File: config.mk
export PLATFORM = sky130hd
export DESIGN_NAME = window_extrema_flat
export DESIGN_NICKNAME = d
export VERILOG_FILES = /design/src/rtl/extrema_pkg.sv /design/src/rtl/window_extrema_if.sv /design/src/rtl/extrema_cmp.sv /design/src/rtl/window_extrema.sv /design/src/flat_wrapper.sv
export SDC_FILE = /design/constraint.sdc
export NUM_CORES = 1
export LEC_CHECK = 0
export BUFFER_PORTS_ARGS = -buffer_cell sky130_fd_sc_hd__buf_2
export CAP_MARGIN = 30
export CORE_MARGIN = 1.5
export CORE_UTILIZATION = 60
export DETAILED_ROUTE_END_ITERATION = 10
export GPL_ROUTABILITY_DRIVEN = 0
export PLACE_DENSITY = 0.84
export SETUP_SLACK_MARGIN = 0.3
export SLEW_MARGIN = 30
export SYNTH_ARGS = -nofsm -noshare
export SYNTH_HDL_FRONTEND = slang
export SYNTH_SLANG_ARGS = --single-unit
File: constraint.sdc
create_clock -name clock -period 9.7 [get_ports clock]
set_input_delay 0.97 -clock clock [delete_from_list [all_inputs] [get_ports clock]]
set_output_delay 0.97 -clock clock [all_outputs]
set_load 0.02 [all_outputs]
File: src/rtl/extrema_pkg.sv
// Shared helpers for the windowed extrema tracker: counter width derivation and
// a sign-selectable greater-than built on a (W+1)-bit subtraction.
package extrema_pkg;

    // Widest sample supported by the compare helper.
    localparam int MAX_W = 32;
    localparam int EXT_W = MAX_W + 1;

    function automatic int cnt_w(input int win_len);
        return (win_len > 1) ? $clog2(win_len) : 1;
    endfunction

    // Operands arrive already extended to w+1 bits and zero-padded to EXT_W.
    // Bit w of (b - a) is the sign of the (w+1)-bit difference, so it is set
    // exactly when a > b; the padding never disturbs the low w+1 bits.
    function automatic logic gt_ext(input logic [EXT_W-1:0] a_x,
                                    input logic [EXT_W-1:0] b_x,
                                    input int               w);
        logic [EXT_W-1:0] diff;
        diff = (b_x - a_x) >> w;
        return diff[0];
    endfunction

endpackage

File: src/rtl/window_extrema_if.sv
// Sample stream in, running and per-window extrema out, for window_extrema.
interface window_extrema_if #(parameter int DATA_W = 9);

    logic              in_valid;
    logic [DATA_W-1:0] data_in;
    logic              clear;
    logic [DATA_W-1:0] run_max;
    logic [DATA_W-1:0] run_min;
    logic              run_valid;
    logic [DATA_W-1:0] win_max;
    logic [DATA_W-1:0] win_min;
    logic [DATA_W-1:0] win_p2p;
    logic              win_valid;

    modport master (
        output in_valid, data_in, clear,
        input  run_max, run_min, run_valid, win_max, win_min, win_p2p, win_valid
    );

    modport slave (
        input  in_valid, data_in, clear,
        output run_max, run_min, run_valid, win_max, win_min, win_p2p, win_valid
    );

endinterface

File: src/rtl/extrema_cmp.sv
// Combinational strict a > b on DATA_W-bit samples, signed or unsigned.
// No latency, no flow control.
module extrema_cmp
    import extrema_pkg::*;
#(
    parameter int DATA_W = 9,
    parameter bit SIGNED = 1'b0
) (
    input  logic [DATA_W-1:0] a,
    input  logic [DATA_W-1:0] b,
    output logic              a_gt_b
);

    logic [DATA_W:0] a_x;
    logic [DATA_W:0] b_x;

    assign a_x    = {(SIGNED ? a[DATA_W-1] : 1'b0), a};
    assign b_x    = {(SIGNED ? b[DATA_W-1] : 1'b0), b};
    assign a_gt_b = gt_ext(EXT_W'(a_x), EXT_W'(b_x), DATA_W);

endmodule

File: src/rtl/window_extrema.sv
// Windowed min/max tracker: sample -> run_* in 2 edges, closing sample -> win_* in 2 edges.
// No backpressure: one sample per clock is always accepted, across window boundaries too.
module window_extrema
    import extrema_pkg::*;
#(
    parameter int DATA_W  = 9,
    parameter int WIN_LEN = 1024,
    parameter bit SIGNED  = 1'b0
) (
    input logic              clock,
    input logic              rst,
    window_extrema_if.slave  bus
);

    localparam int                CNT_W = cnt_w(WIN_LEN);
    localparam logic [CNT_W-1:0] LAST  = CNT_W'(WIN_LEN - 1);

    logic [DATA_W-1:0] s1_data;
    logic              s1_vld;
    logic [CNT_W-1:0]  cnt;
    logic [DATA_W-1:0] run_max;
    logic [DATA_W-1:0] run_min;
    logic              run_valid;
    logic [DATA_W-1:0] win_max;
    logic [DATA_W-1:0] win_min;
    logic [DATA_W-1:0] win_p2p;
    logic              win_valid;

    logic              new_gt_max;
    logic              new_lt_min;
    logic [DATA_W-1:0] next_max;
    logic [DATA_W-1:0] next_min;
    logic              closing;

    extrema_cmp #(.DATA_W(DATA_W), .SIGNED(SIGNED)) u_cmp_max (
        .a      (s1_data),
        .b      (run_max),
        .a_gt_b (new_gt_max)
    );

    // Operands swapped: run_min > s1_data means the new sample is a new minimum.
    extrema_cmp #(.DATA_W(DATA_W), .SIGNED(SIGNED)) u_cmp_min (
        .a      (run_min),
        .b      (s1_data),
        .a_gt_b (new_lt_min)
    );

    assign next_max = (!run_valid || new_gt_max) ? s1_data : run_max;
    assign next_min = (!run_valid || new_lt_min) ? s1_data : run_min;
    assign closing  = s1_vld && (cnt == LAST);

    always_ff @(posedge clock) begin
        if (rst) begin
            s1_data   <= '0;
            s1_vld    <= 1'b0;
            cnt       <= '0;
            run_max   <= '0;
            run_min   <= '0;
            run_valid <= 1'b0;
            win_max   <= '0;
            win_min   <= '0;
            win_p2p   <= '0;
            win_valid <= 1'b0;
        end else if (bus.clear) begin
            s1_vld    <= 1'b0;
            cnt       <= '0;
            run_valid <= 1'b0;
            win_valid <= 1'b0;
        end else begin
            s1_vld    <= bus.in_valid;
            win_valid <= closing;
            if (bus.in_valid) begin
                s1_data <= bus.data_in;
            end
            if (s1_vld) begin
                run_max <= next_max;
                run_min <= next_min;
                if (closing) begin
                    win_max   <= next_max;
                    win_min   <= next_min;
                    win_p2p   <= next_max - next_min;
                    cnt       <= '0;
                    run_valid <= 1'b0;
                end else begin
                    cnt       <= cnt + 1'b1;
                    run_valid <= 1'b1;
                end
            end
        end
    end

    assign bus.run_max   = run_max;
    assign bus.run_min   = run_min;
    assign bus.run_valid = run_valid;
    assign bus.win_max   = win_max;
    assign bus.win_min   = win_min;
    assign bus.win_p2p   = win_p2p;
    assign bus.win_valid = win_valid;

endmodule

File: src/flat_wrapper.sv
// flat-port wrapper written by rule: the top's interface ports become plain ports
module window_extrema_flat import extrema_pkg::*;
#(
    parameter int DATA_W  = 9,
    parameter int WIN_LEN = 1024,
    parameter bit SIGNED  = 1'b0
)
  (clock, rst, bus_in_valid, bus_data_in, bus_clear, bus_run_max, bus_run_min, bus_run_valid, bus_win_max, bus_win_min, bus_win_p2p, bus_win_valid);
  window_extrema_if #(.DATA_W(DATA_W)) bus_i ();
  input logic clock;
  input logic rst;
  input wire logic [$bits(bus_i.in_valid)-1:0] bus_in_valid;
  input wire logic [$bits(bus_i.data_in)-1:0] bus_data_in;
  input wire logic [$bits(bus_i.clear)-1:0] bus_clear;
  output wire logic [$bits(bus_i.run_max)-1:0] bus_run_max;
  output wire logic [$bits(bus_i.run_min)-1:0] bus_run_min;
  output wire logic [$bits(bus_i.run_valid)-1:0] bus_run_valid;
  output wire logic [$bits(bus_i.win_max)-1:0] bus_win_max;
  output wire logic [$bits(bus_i.win_min)-1:0] bus_win_min;
  output wire logic [$bits(bus_i.win_p2p)-1:0] bus_win_p2p;
  output wire logic [$bits(bus_i.win_valid)-1:0] bus_win_valid;
  assign bus_i.in_valid = bus_in_valid;
  assign bus_i.data_in = bus_data_in;
  assign bus_i.clear = bus_clear;
  assign bus_run_max = bus_i.run_max;
  assign bus_run_min = bus_i.run_min;
  assign bus_run_valid = bus_i.run_valid;
  assign bus_win_max = bus_i.win_max;
  assign bus_win_min = bus_i.win_min;
  assign bus_win_p2p = bus_i.win_p2p;
  assign bus_win_valid = bus_i.win_valid;
  window_extrema #(.DATA_W(DATA_W), .WIN_LEN(WIN_LEN), .SIGNED(SIGNED)) u_core (.clock(clock), .rst(rst), .bus(bus_i));
endmodule
# [Yosys cells after proc, flatten, opt, wreduce, memory -nomap -nowiden]
# Cells that the tools add are included.
[op_classes] bitwise=1 mux=4 n_eq_ne=1 shift=0 div=0 add_sub_neg=4 reduce_logical=8 n_mul=0 magnitude_cmp=0
[ops] operator="subtractor 9 x 9 -> 10 bit" n=2
[ops] operator="two-way mux 9 bit" n=2
[ops] operator="adder 10 x 1 -> 10 bit (second input constant)" n=1
[ops] operator="equality test 10 bit (second input constant)" n=1
[ops] operator="two-way mux 10 bit" n=1
[ops] operator="subtractor 9 bit" n=1
[ops] operator="AND reduction 2 bit" n=2
[ops] operator="AND reduction 3 bit" n=1
[ops] operator="logical OR 1 bit" n=2
[ops] operator="OR reduction 2 bit" n=1
[ops] operator="logical AND 1 bit" n=1
[ops] operator="zero test 1 bit" n=1
[ops] operator="two-way mux 1 bit" n=1
[ops] operator="inverter 1 bit" n=1
[word_totals] output_inout_bits=47 n_memories=0 latch_bits=0 ramBits=0 romBits=0 input_bits=13 regBits=67

# [Logic depth before layout (Yosys ltp)]
# Gate-level depths: netlist of run 1.
[logic_depth] ltp_word=4 ltp_mapped=19

# [Hierarchy]
# From an unflattened synthesis of run 1, not the netlist that was laid out.
[unflattened] hier_cells=402 area_unflattened_um2=3560.9
[modules_own_cells] module="window_extrema" cells_each=342 seq_area_each_um2=1341.3 n_inst=1 area_each_um2=3145.5
[modules_own_cells] module="extrema_cmp" cells_each=30 seq_area_each_um2=0.0 n_inst=2 area_each_um2=207.7

# [Worst setup path before layout of run 1]
# Ideal clock, no wire load.
[synth_path] kind="register -> register" startpoint="reg u_core.run_min[3] (netlist: u_core.bus.run_min[3])" endpoint="reg u_core.win_p2p[8] (netlist: u_core.bus.win_p2p[8])" slack_ps=5675 n_path_buf=2 synth_period_minus_slack_ps=4025 t_arrival_ps=3945 setup_time_ps=79 path_stages_with_launch=20 required_ps=9621 cell_sequence="dfxtp_1 > clkbuf_1 > inv_1 > ha_1 > o21a_1 > o211a_1 > a22o_1 > buf_6 > mux2i_1 > inv_1 > ha_1 > fa_1 > inv_1 > a21oi_1 > o2111ai_1 > o221ai_1 > nor4_2 > nor2_1 > o2111a_1 > a211oi_2"
[synth_via] elab_chain_cells=4
[synth_lines] item="start: declaration" line_no="window_extrema.sv:22" rtl="logic [DATA_W-1:0] run_min;"
[synth_lines] item="start signal: assignment" line_no="window_extrema.sv:77" rtl="run_min <= next_min;"
[synth_lines] item="subtractor 9 x 9 -> 10 bit" line_no="extrema_pkg.sv:20" rtl="diff = (b_x - a_x) >> w;"
[synth_lines] item="logical OR 1 bit" line_no="window_extrema.sv:49" rtl="assign next_min = (!run_valid || new_lt_min) ? s1_data : run_min;"
[synth_lines] item="two-way mux 9 bit" line_no="window_extrema.sv:49"
[synth_lines] item="named net u_core.next_min[0]" line_no="window_extrema.sv:32" rtl="logic [DATA_W-1:0] next_min;"
[synth_lines] item="subtractor 9 bit" line_no="window_extrema.sv:81" rtl="win_p2p <= next_max - next_min;"
[synth_lines] item="end signal: assignment" line_no="window_extrema.sv:81"
[synth_lines] item="end: declaration" line_no="window_extrema.sv:26" rtl="logic [DATA_W-1:0] win_p2p;"
# The timed path passes the listed nets, and every way through them passes these cells.
# A chain may end at the register's enable or synchronous reset.

# [Worst setup path in the final report of run 1]
[layout_path] startpoint="reg u_core.s1_data[8]" endpoint="reg u_core.win_p2p[8] (netlist: u_core.bus.win_p2p[8])"
[layout_via] elab_chain_cells=4 elab_cells_between_ends=7 classes_between="3 x add/sub; 2 x mux; 2 x reduce/logical"
[layout_lines] item="start: declaration" line_no="window_extrema.sv:18" rtl="logic [DATA_W-1:0] s1_data;"
[layout_lines] item="start signal: assignment" line_no="window_extrema.sv:73" rtl="s1_data <= bus.data_in;"
[layout_lines] item="subtractor 9 x 9 -> 10 bit" line_no="extrema_pkg.sv:20"
[layout_lines] item="logical OR 1 bit (on tied branches)" line_no="window_extrema.sv:48, window_extrema.sv:49"
[layout_lines] item="two-way mux 9 bit (on tied branches)" line_no="window_extrema.sv:48, window_extrema.sv:49"
[layout_lines] item="subtractor 9 bit *" line_no="window_extrema.sv:81"
# Mark *: on every way between the ends. The rest lies on a longest branch, timed or not.

==> out/results.ini, run 1 <==
[clocking]
hold_buffers=0
cts_buffers=9
post-cts-setup-buffer-count=0
clk_pin_slew_ps=70
clock_latency_ps=350
root_buffer=clkbuf_8
cts_resized=0
cts_htree_levels=3
clock-sinks=67
cts_tree=done
clock_path_buffers=2

[job]
maxCapViolations=0

[sta]
finalSetupViolCount=0
finalHoldViolations=0
worst_pin_slew_ps=887.7
layout_min_cycle_time_ps=4491
min_period_over_period=0.4630
rsz0062_at_grt=false
finalMaxSlewViolations=0
fmax_mhz=222.6
fin_worst_skew_ps=7.467
slew_headroom=0.4082
setup_tns_ps=0

[placement]
dpl_cell_area_mm2=0.003862
dp_hpwl_mm=6.312
dp.cells=542
io_buffers=59

[global_routing]
antenna_found_initial=0
grt_pass1_wl_mm=14.06
grt_pass1_vias=3028
grt_max_degree=64
grt.total_usage=0.2848
overflow=0

[synth]
avgSynthCellArea_um2=8.169
synth-main-ff-cell=dfxtp_1
synth_nets=474
synthCells=437
synth.top_cell.area_share=0.3757
synth_cell_types=50
yosysSeqAreaShare=0.3757
async_flop_share=0
synth.most_common_cell=nor2_1
yosys.area.top_type=dfxtp_1
synth_edf_count=0
ys_top_cells_by_area=dfxtp_1 (38%), ha_1 (8.1%), a211oi_1 (7.6%)
ys_top_cells_by_count=nor2_1 (68), dfxtp_1 (67), nand2_1 (45)
ys_warn_count=0
netlist_area_mm2=0.003570
ys_seq_elements=67

[run_status]
status=complete, no violations

[drt]
ant_nets=0
drt_pass1_iterations=4
wl_mm=8.750
drt_iter0_drc=219
drcViolationCount=0
wl_per_cell_um=15.63
num_vias=3280
vias_per_cell=5.857

[finish]
synthToLayoutAreaGrowth_pct=16.19
n_antenna_cell=0
fin_cells=560
fin_util=0.7396
drive_above_1_share=0.1742
final_nets=520
postLayoutCellArea_mm2=0.004148

[worst_setup_path]
cp-end-kind=flip-flop
cp.required_ps=9970
critPathArrivalTime_ps=4760
crit_path_top_delay_cell=o22ai_2
r2r_end=u_core.bus.win_p2p[8]$_SDFFE_PP0P_
critPathKind=flip-flop to flip-flop
critPathLaunchType=flip-flop
reg2reg_from=u_core.s1_data[8]$_SDFFE_PP0P_
rr_worst_depth=16
cp.buffers_inverters=2
crit_family=compound AO/OA/AOI/OAI gates
slowest_delay_ps=690
reg2reg_slack_ps=5210
crit_path_cell_trace=inv_1, ha_1, and4_1, o211ai_1, o22ai_2, mux2i_1, ha_1, fa_1, inv_1, a21oi_1, o2111ai_1, o221ai_1, nor4_2, nor2_1, o2111a_1, a211oi_2
crit_fanout=16

[die]
initial_core_util=0.6365
boundaryPins=60
core-area_mm2=0.005608
dieHeight_um=80.13
num_rows=27
die_w_um=80.13
die-area_mm2=0.006421

[worst_hold_path]
holdPathEnd=u_core.bus.win_p2p[6]$_SDFFE_PP0P_
hold-path-cell-count=2
min_path_type=flip-flop to flip-flop
worstHoldStart=u_core.bus.win_p2p[6]$_SDFFE_PP0P_

[power]
p_leak_uw=0.001672
cellPowerDensity_mw_per_mm2=156.7
peakVddDrop_uv=127.2

sequential cells by signal, indices dropped and copies added (netlist names):
name                  flops
u_core.s1_data            9
u_core.bus.win_max        9
u_core.cnt               10
u_core.bus.win_p2p        9
u_core.bus.run_valid      1
u_core.bus.run_min        9
u_core.s1_vld             1
u_core.bus.win_valid      1
u_core.bus.win_min        9
u_core.bus.run_max        9
worst register-to-register path: stages, from the launching register on:
cell and delay (ps):
dfxtp_1 530, inv_1 90, ha_1 330, and4_1 230, o211ai_1 110, o22ai_2 690
mux2i_1 260, ha_1 290, fa_1 420, inv_1 100, a21oi_1 90, o2111ai_1 200
o221ai_1 170, nor4_2 360, nor2_1 110, o2111a_1 260, a211oi_2 190
cells in the final DEF (no fill, tap or decap), types with 2 or more instances in the layout:
master	instances
nand3b_1	2
xnor2_1	7
nand3_1	5
dfxtp_1	67
a211oi_1	36
or3_1	2
o21a_1	6
a21o_1	3
ha_1	23
or2_2	2
clkinv_4	2
xor2_1	8
a21oi_1	31
inv_1	29
nor2b_1	3
clkbuf_8	10
nor2_1	67
and4_1	2
mux2i_1	16
bufinv_16	3
o211ai_1	3
buf_2	58
o221ai_1	5
o211a_1	2
nand4_1	5
nor3_1	12
a311oi_1	2
o21ai_0	5
nand2_1	45
buf_4	2
area by class of cell:
cell class / instances / area (um^2)
fillers: 461 / 1460
flip-flops and latches: 67 / 1341
multi-input cells: 314 / 2017
well taps: 72 / 90.09
clock buffers: 10 / 137.6
inverters: 29 / 108.9
clock inverters: 6 / 112.6
repair buffers: 62 / 340.3
worst max-delay path by stage:
stage	startpoint	to	slack [ps]	cells past startpoint
after detailed placement	u_core.bus.run_min[3]$_SDFFE_PP0P_	u_core.bus.win_p2p[8]$_SDFFE_PP0P_	5140	17
after CTS	u_core.bus.run_min[3]$_SDFFE_PP0P_	u_core.bus.win_p2p[8]$_SDFFE_PP0P_	5120	17
after floorplan	u_core.bus.run_min[3]$_SDFFE_PP0P_	u_core.bus.win_p2p[8]$_SDFFE_PP0P_	5680	19
final	u_core.s1_data[8]$_SDFFE_PP0P_	u_core.bus.win_p2p[8]$_SDFFE_PP0P_	5210	16
after global placement	u_core.bus.run_min[3]$_SDFFE_PP0P_	u_core.bus.win_p2p[8]$_SDFFE_PP0P_	5300	17
after global routing	u_core.bus.run_min[4]$_SDFFE_PP0P_	u_core.bus.win_p2p[8]$_SDFFE_PP0P_	4920	18
layer usage:
metal  vias up  routed length [um]  part of all wire  track usage
met3        24                 512             0.059      0.04659
li1       1624                   -                 -            -
met4         0                 253             0.029       0.1466
met5         -                   0                 0            0
met2       129                4010              0.46       0.4387
met1      1503                3974              0.45       0.3824
logic make-up after synthesis:
group,share of synthesized area
muxes,0.04486
xor gates and xnor gates,0.03680
buffers and inverters,0.06134
adders and majority gates,0.08623
AOI/OAI and AO/OA,0.2114
and+or+nand+nor,0.1837
DFF,0.3757
through the flow:
| stage | total power (uW) | hold slack, ps | setup slack (ps) |
|---|---|---|---|
| after detailed placement | 366.5 | 449.8 | 5143 |
| after CTS | 649.4 | 458.7 | 5118 |
| final | 650.0 | 473.1 | 5209 |
| after global placement | 363.9 | 441.2 | 5305 |
| after floorplan | 347.7 | 469.2 | 5675 |
| after global routing | 675.6 | 493.5 | 4921 |
where the power goes:
group / internal, uW / switching, uW
Sequential: 279 / 6.16
Combinational: 30.3 / 47.4
Clock: 178 / 109
Total: 487 / 163
(Power assumes the default switching activity.)
==> inputs of run 2 (changes only) <==
- ABC_AREA: unset -> 1
- CORE_UTILIZATION: 60 -> 51
- PLACE_DENSITY: 0.84 -> 0.76
- clock period: 9.7 -> 3.7 ns (I/O delays scaled with it)
==> run 2 against run 1 <==
  * Setup slack worse by 4800 ps
  * Count of clock-buffer cells in the layout increased by 3
  * Via count up 4.0%
  * Power grew to 2.5 times the previous value
  * Area after synthesis up 2.5%
  * Routed wire length grew 0.70%
  * Critical path depth did not move
  * Critical path type unchanged
  * First-iteration DRC count up 14%
  * Highest routed layer unchanged
==> out/results.ini, run 2 <==
[drt]
drt_pass1_iterations=4  ; unchanged
drcViolationCount=0  ; unchanged
ant_nets=0  ; unchanged
vias_per_cell=5.068  ; -13%
top_layer_used=met4
wl_per_cell_um=13.09  ; -16%
wl_met2_mm=4.058  ; +1.2%
wl_met1_mm=4.031  ; +1.4%
drt_iter0_drc=250  ; +14%
wl_mm=8.811  ; +0.70%
num_vias=3411  ; +4.0%
dr_wl_met3_um=545  ; +6.4%

[worst_hold_path]
worstHoldStart=bus_data_in[1]
holdPathEnd=u_core.s1_data[1]$_SDFFE_PP0P_
min_path_type=input pin to flip-flop
hold-path-cell-count=3  ; +1

[finish]
n_antenna_cell=0  ; unchanged
largest_register_ff_count=10  ; unchanged
drive_above_1_share=0.1750  ; +0.0008630
final_common_cell=nand2_1
largest_register=u_core.cnt
nFillCells=641  ; +39%
mostFrequentLayoutCells=nand2_1 (106), inv_1 (99), dfxtp_1 (65)
synthToLayoutAreaGrowth_pct=15.52
final_nets=610  ; +17%

[synth]
synth-main-ff-cell=dfxtp_1
ys_seq_elements=67  ; unchanged
ys_warn_count=0  ; unchanged
synth.top_cell.area_share=0.3665  ; -0.009249
synth_nets=554  ; +17%
synth_cell_types=32  ; -36%
yosys.area.top_type=dfxtp_1
synth.most_common_cell=nand2_1
avgSynthCellArea_um2=7.079  ; -13%
async_flop_share=0  ; unchanged
ys_top_cells_by_area=dfxtp_1 (37%), nand2_1 (11%), inv_1 (10%)
netlist_area_mm2=0.003660  ; +2.5%
ys_top_cells_by_count=nand2_1 (108), inv_1 (100), dfxtp_1 (67)
synth_edf_count=0  ; unchanged
synthCells=517  ; +18%
yosysSeqAreaShare=0.3665  ; -0.009249

[sta]
holdWs_ps=303.0  ; -170.1 ps
fin_worst_skew_ps=4.417  ; -3.050 ps
worst_pin_slew_ps=658.3  ; -229.4 ps
min_period_over_period=0.8857  ; +0.4227
rsz0062_at_grt=false
slew_headroom=0.5605  ; +0.1523
layout_min_cycle_time_ps=3277  ; -1214 ps
fmax_mhz=305.1  ; +37%
finalMaxSlewViolations=0  ; unchanged
setup_tns_ps=0  ; unchanged
finalHoldViolations=0  ; unchanged
finalSetupViolCount=0  ; unchanged

[worst_setup_path]
cp-end-kind=flip-flop
rr_worst_depth=16  ; unchanged
r2r_end=u_core.bus.win_p2p[7]$_SDFFE_PP0P_
slowest_delay_ps=560  ; -130 ps
critPathArrivalTime_ps=3520  ; -1240 ps
crit_path_top_delay_cell=o21ai_0
crit_path_cell_trace=inv_1, ha_1, nand2_1, nor2_4, nand3_1, nand3_4, nand2_8, o21ai_0, ha_1, nand2_1, o21ai_0, nand4_1, nand3_1, nand2_1, nor2_1, nor2_1
cp.buffers_inverters=1  ; -1
reg2reg_from=u_core.s1_data[7]$_SDFFE_PP0P_
crit_top_cell=nand2_1
cp.required_ps=3940  ; -6030 ps
crit_fanout=18  ; +2
critPathKind=flip-flop to flip-flop
crit_family=simple AND/OR/NAND/NOR gates
reg2reg_slack_ps=420  ; -4790 ps
critPathLaunchType=flip-flop

[power]
cellPowerDensity_mw_per_mm2=389.8  ; +150%
power.total_uw=1648  ; +150%
p_leak_uw=0.002302  ; +38%
peakVddDrop_uv=311.3  ; +140%

[run_status]
status=complete, no violations

[clocking]
clock-sinks=67  ; unchanged
cts_htree_levels=3  ; unchanged
root_buffer=clkbuf_8
cts_tree=done
clock_latency_ps=350  ; about the same
clk_pin_slew_ps=70  ; about the same
clock_path_buffers=2  ; unchanged
cts_buffers=9  ; unchanged

[global_routing]
grt_pass1_vias=3062  ; +1.1%
grt_max_degree=47  ; -27%
grt_pass1_wl_mm=14.52  ; +3.3%
overflow=0  ; unchanged
antenna_found_initial=0  ; unchanged
grt.total_usage=0.2462  ; -0.03860

[job]
maxCapViolations=0  ; unchanged

[placement]
dp_hpwl_mm=6.446  ; +2.1%
io_buffers=59  ; unchanged

[die]
die-area_mm2=0.007693  ; +20%
dieHeight_um=87.71  ; +9.5%
die_w_um=87.71  ; +9.5%
initial_core_util=0.5328  ; -0.1038
core-area_mm2=0.006869  ; +22%
boundaryPins=60  ; unchanged
num_rows=30  ; +11%

run 2: kinds of logic (layout without fill, tap and decap cells):
group                      after synthesis  after routing  share of synthesized area
buffers and inverters                  120            180                     0.1326
AOI/OAI and AO/OA                      123            123                     0.1880
adders and majority gates               24             24                    0.08410
and+or+nand+nor                        176            176                     0.2120
xor gates and xnor gates                 7              7                    0.01675
DFF                                     67             67                     0.3665
run 2: repair_timing:
action                     CTS  global route
hold buffers                 0             0
setup endpoints to repair    0             6
buffers inserted             0             1
gates resized for setup      0            10
run 2: worst max-delay path by stage:
stage	cells after the start	slack [ps]	from	end
detailed placement	17	420	u_core.s1_data[8]$_SDFFE_PP0P_	u_core.bus.win_p2p[7]$_SDFFE_PP0P_
CTS	16	370	u_core.s1_data[8]$_SDFFE_PP0P_	u_core.bus.win_p2p[7]$_SDFFE_PP0P_
global route	20	310	u_core.s1_data[8]$_SDFFE_PP0P_	u_core.bus.win_p2p[8]$_SDFFE_PP0P_
finish	16	420	u_core.s1_data[7]$_SDFFE_PP0P_	u_core.bus.win_p2p[7]$_SDFFE_PP0P_
global placement	17	480	u_core.s1_data[8]$_SDFFE_PP0P_	u_core.bus.win_p2p[7]$_SDFFE_PP0P_
floorplan	22	760	u_core.bus.run_min[4]$_SDFFE_PP0P_	u_core.bus.win_p2p[6]$_SDFFE_PP0P_
run 2: cell type report:
class                   instances  area [um^2]  share of cell area
well taps                      96        120.1             0.02841
clock buffers                  13        158.9             0.03759
inverters                     102        382.9             0.09056
flip-flops and latches         67         1344              0.3178
clock inverters                 2        35.03            0.008286
multi-input cells             330         1862              0.4404
repair buffers                 63        325.3             0.07695
run 2: report_power, final:
part | switching (uW) | internal (uW) | leakage [uW]
logic | 186 | 99.8 | 0.00166
clock network | 270 | 344 | 0.0000995
registers | 13.4 | 735 | 0.000543
run 2: worst register-to-register path, delay by kind of cell (launching register included):
family | cells | cell delay [ps]
AOI/OAI and AO/OA | 2 | 960
buffers and inverters | 1 | 90
adders and majority gates | 2 | 570
and+or+nand+nor | 11 | 1160
DFF | 1 | 380
run 2: per-layer routing:
layer  track usage  vias up
met5             0        -
met4       0.09524        0
met3       0.06598       16
met2        0.3963       90
met1        0.3145     1557
li1              -     1748
run 2: stage by stage:
stage	util	setup slack (ps)	area, um^2	instances
floorplan	-	761.3	3660	517
global placement	0.5816	476.5	3995	657
detailed placement	0.5816	417.3	3995	657
CTS	0.6098	373.3	4189	672
global route	0.6155	308.6	4228	673
finish	0.6155	422.8	4228	673
==> inputs of run 3 (changes only) <==
--- a/config.mk
+++ b/config.mk
@@ -7,10 +7,10 @@
 export LEC_CHECK = 0
 export ABC_AREA = 1
-export BUFFER_PORTS_ARGS = -buffer_cell sky130_fd_sc_hd__buf_2
+export BUFFER_PORTS_ARGS = -buffer_cell sky130_fd_sc_hd__buf_4
 export CAP_MARGIN = 30
 export CORE_MARGIN = 1.5
 export CORE_UTILIZATION = 51
 export DETAILED_ROUTE_END_ITERATION = 10
-export GPL_ROUTABILITY_DRIVEN = 0
+export GPL_ROUTABILITY_DRIVEN = 1
 export PLACE_DENSITY = 0.76
 export SETUP_SLACK_MARGIN = 0.3
==> constraint.sdc (replaced) <==
create_clock -name clock -period 3.7 [get_ports clock]
set_input_delay 0.185 -clock clock [delete_from_list [all_inputs] [get_ports clock]]
set_output_delay 0.185 -clock clock [all_outputs]
set_load 0.02 [all_outputs]
==> run 3 against run 2 <==
  * Sequential share of layout area down 1.3 points
  * Count of clock-buffer cells in the layout down 3
  * Non-clock buffer count is 1 higher
  * Maximum frequency up 4.4%
  * Clock power grew 12%
  * Critical path depth is 4 higher
  * Largest cell class unchanged
  * Highest routed layer unchanged
==> out/results.ini, run 3 (synthesis results as in run 2) <==
[run_status]
status=complete, no violations

[drt]
vias_per_cell=5.071  ; about the same
drcViolationCount=0  ; unchanged
drt_pass1_iterations=5  ; +1
wl_mm=8.765  ; -0.52%
wl_per_cell_um=12.99  ; -0.82%
drt_iter0_drc=224  ; -10%
num_vias=3423  ; +0.35%
ant_nets=0  ; unchanged

[clocking]
root_buffer=clkbuf_8
post-cts-setup-buffer-count=0  ; unchanged
hold_buffers=0  ; unchanged
cts_buffers=9  ; unchanged
clock-sinks=67  ; unchanged
clk_pin_slew_ps=70  ; about the same
cts_htree_levels=3  ; unchanged
clock_path_buffers=2  ; unchanged
cts_resized=0  ; unchanged
cts_tree=done
clock_latency_ps=350  ; about the same

[worst_setup_path]
crit_top_cell=nand2_1
rr_worst_depth=20  ; +4
setup.worst_path.start=u_core.s1_data[8]$_SDFFE_PP0P_
cp.buffers_inverters=3  ; +2
critPathLaunchType=flip-flop
cp-end-kind=flip-flop
reg2reg_from=u_core.s1_data[8]$_SDFFE_PP0P_
slowest_delay_ps=410  ; -150 ps
reg2reg_slack_ps=560  ; +140 ps
critPathKind=flip-flop to flip-flop
crit_path_cell_trace=inv_1, ha_1, nand2_1, nor2_4, nand3_1, nand3_4, nand2_8, nand2_1, o21ai_0, buf_4, ha_1, fa_1, o21bai_1, nand2_1, nand2_1, nand3_1, nand2_1, nor2_1, o21bai_1, inv_1
cp.required_ps=3950  ; about the same
crit_path_top_delay_cell=fa_1
crit_fanout=18  ; unchanged
crit_family=simple AND/OR/NAND/NOR gates
critPathArrivalTime_ps=3390  ; -130 ps
endpoint=u_core.bus.win_p2p[6]$_SDFFE_PP0P_
r2r_end=u_core.bus.win_p2p[6]$_SDFFE_PP0P_
worst-path-stages=20  ; +4

[power]
cellPowerDensity_mw_per_mm2=390.5  ; +0.18%
power.total_uw=1727  ; +4.8%
peakVddDrop_uv=240.8  ; -23%
p_leak_uw=0.002319  ; +0.71%

[sta]
fmax_mhz=318.4  ; +4.4%
worst_pin_slew_ps=713.0  ; +54.69 ps
rsz0062_at_grt=false
layout_min_cycle_time_ps=3140  ; -136.9 ps
finalSetupViolCount=0  ; unchanged
min_period_over_period=0.8487  ; -0.03700
holdWs_ps=117.6  ; -185.4 ps
finalMaxSlewViolations=0  ; unchanged
finalHoldViolations=0  ; unchanged
setup_tns_ps=0  ; unchanged
slew_headroom=0.5240  ; -0.03647
fin_worst_skew_ps=6.230  ; +1.813 ps

[finish]
largest_register=u_core.cnt
final_common_cell=nand2_1
drive_above_1_share=0.1796  ; +0.004577
multi_input_area_mm2=0.001866  ; +0.20%
n_antenna_cell=0  ; unchanged
largest_register_ff_count=10  ; unchanged
fin_cells=675  ; +0.30%
mostFrequentLayoutCells=nand2_1 (107), inv_1 (100), buf_4 (64)
seq_area_mm2=0.001346  ; +0.19%
nFillCells=630  ; -1.7%
final_nets=611  ; +0.16%
synthToLayoutAreaGrowth_pct=20.82
fin_util=0.6437  ; +0.02823

[global_routing]
antenna_found_initial=0  ; unchanged
grt_pass1_vias=3079  ; +0.56%
grt_max_degree=47  ; unchanged
grt.total_usage=0.2396  ; -0.006522
overflow=0  ; unchanged
grt_pass1_wl_mm=14.30  ; -1.5%

[placement]
dp_hpwl_mm=6.440  ; about the same
io_buffers=59  ; unchanged
dp.cells=659  ; +0.30%
place_congestion=0.9552

[die]
core-area_mm2=0.006869  ; unchanged
num_rows=30  ; unchanged
initial_core_util=0.5328  ; unchanged
die_w_um=87.71  ; unchanged
die-area_mm2=0.007693  ; unchanged
dieHeight_um=87.71  ; unchanged
boundaryPins=60  ; unchanged

[worst_hold_path]
min_path_type=input pin to flip-flop

[job]
maxCapViolations=0  ; unchanged

-- run 3: power breakdown --
part           switching, uW  leakage (uW)  internal, uW
registers               14.5      0.000544           735
clock network            293      0.000108           397
logic                    184       0.00167           104
-- run 3: worst min path at each step --
| stage | start | to | cells past startpoint |
|---|---|---|---|
| detailed placement | u_core.bus.win_p2p[0]$_SDFFE_PP0P_ | u_core.bus.win_p2p[0]$_SDFFE_PP0P_ | 1 |
| finish | bus_data_in[1] | u_core.s1_data[1]$_SDFFE_PP0P_ | 3 |
| CTS | bus_data_in[4] | u_core.s1_data[4]$_SDFFE_PP0P_ | 3 |
| global route | bus_data_in[2] | u_core.s1_data[2]$_SDFFE_PP0P_ | 3 |
| floorplan | bus_clear | u_core.cnt[0]$_SDFFE_PP0P_ | 3 |
| global placement | u_core.bus.win_p2p[0]$_SDFFE_PP0P_ | u_core.bus.win_p2p[0]$_SDFFE_PP0P_ | 1 |
-- run 3: layout make-up --
cell class	instances	share of cell area
multi-input combinational	330	0.4219
clock buffer	10	0.03113
clock inverter	6	0.02009
timing repair buffer	64	0.1087
tap	96	0.02716
sequential	67	0.3045
inverter	102	0.08659
-- run 3: per-layer routing --
layer | vias to the layer above | global-route usage | part of all wire
li1 | 1757 | - | -
met1 | 1562 | 0.3123 | 0.47
met2 | 89 | 0.3858 | 0.46
met3 | 15 | 0.04524 | 0.049
met4 | 0 | 0.1068 | 0.022
met5 | - | 0 | 0
-- run 3: per-stage QoR --
| step | instance area [um^2] | worst slack [ps] |
|---|---|---|
| CTS | 4384 | 390.7 |
| global route | 4422 | 302.7 |
| floorplan | 3660 | 761.3 |
| detailed placement | 4158 | 400.7 |
| global placement | 4158 | 522.2 |
| finish | 4422 | 559.7 |
-- run 3: worst reg2reg max path, cell delays in order (launching register included) --
cell	delay (ps)
dfxtp_2	360
inv_1	60
ha_1	290
nand2_1	110
nor2_4	150
nand3_1	130
nand3_4	130
nand2_8	110
nand2_1	100
o21ai_0	80
buf_4	160
ha_1	210
fa_1	410
o21bai_1	160
nand2_1	70
nand2_1	120
nand3_1	90
nand2_1	80
nor2_1	40
o21bai_1	120
inv_1	60
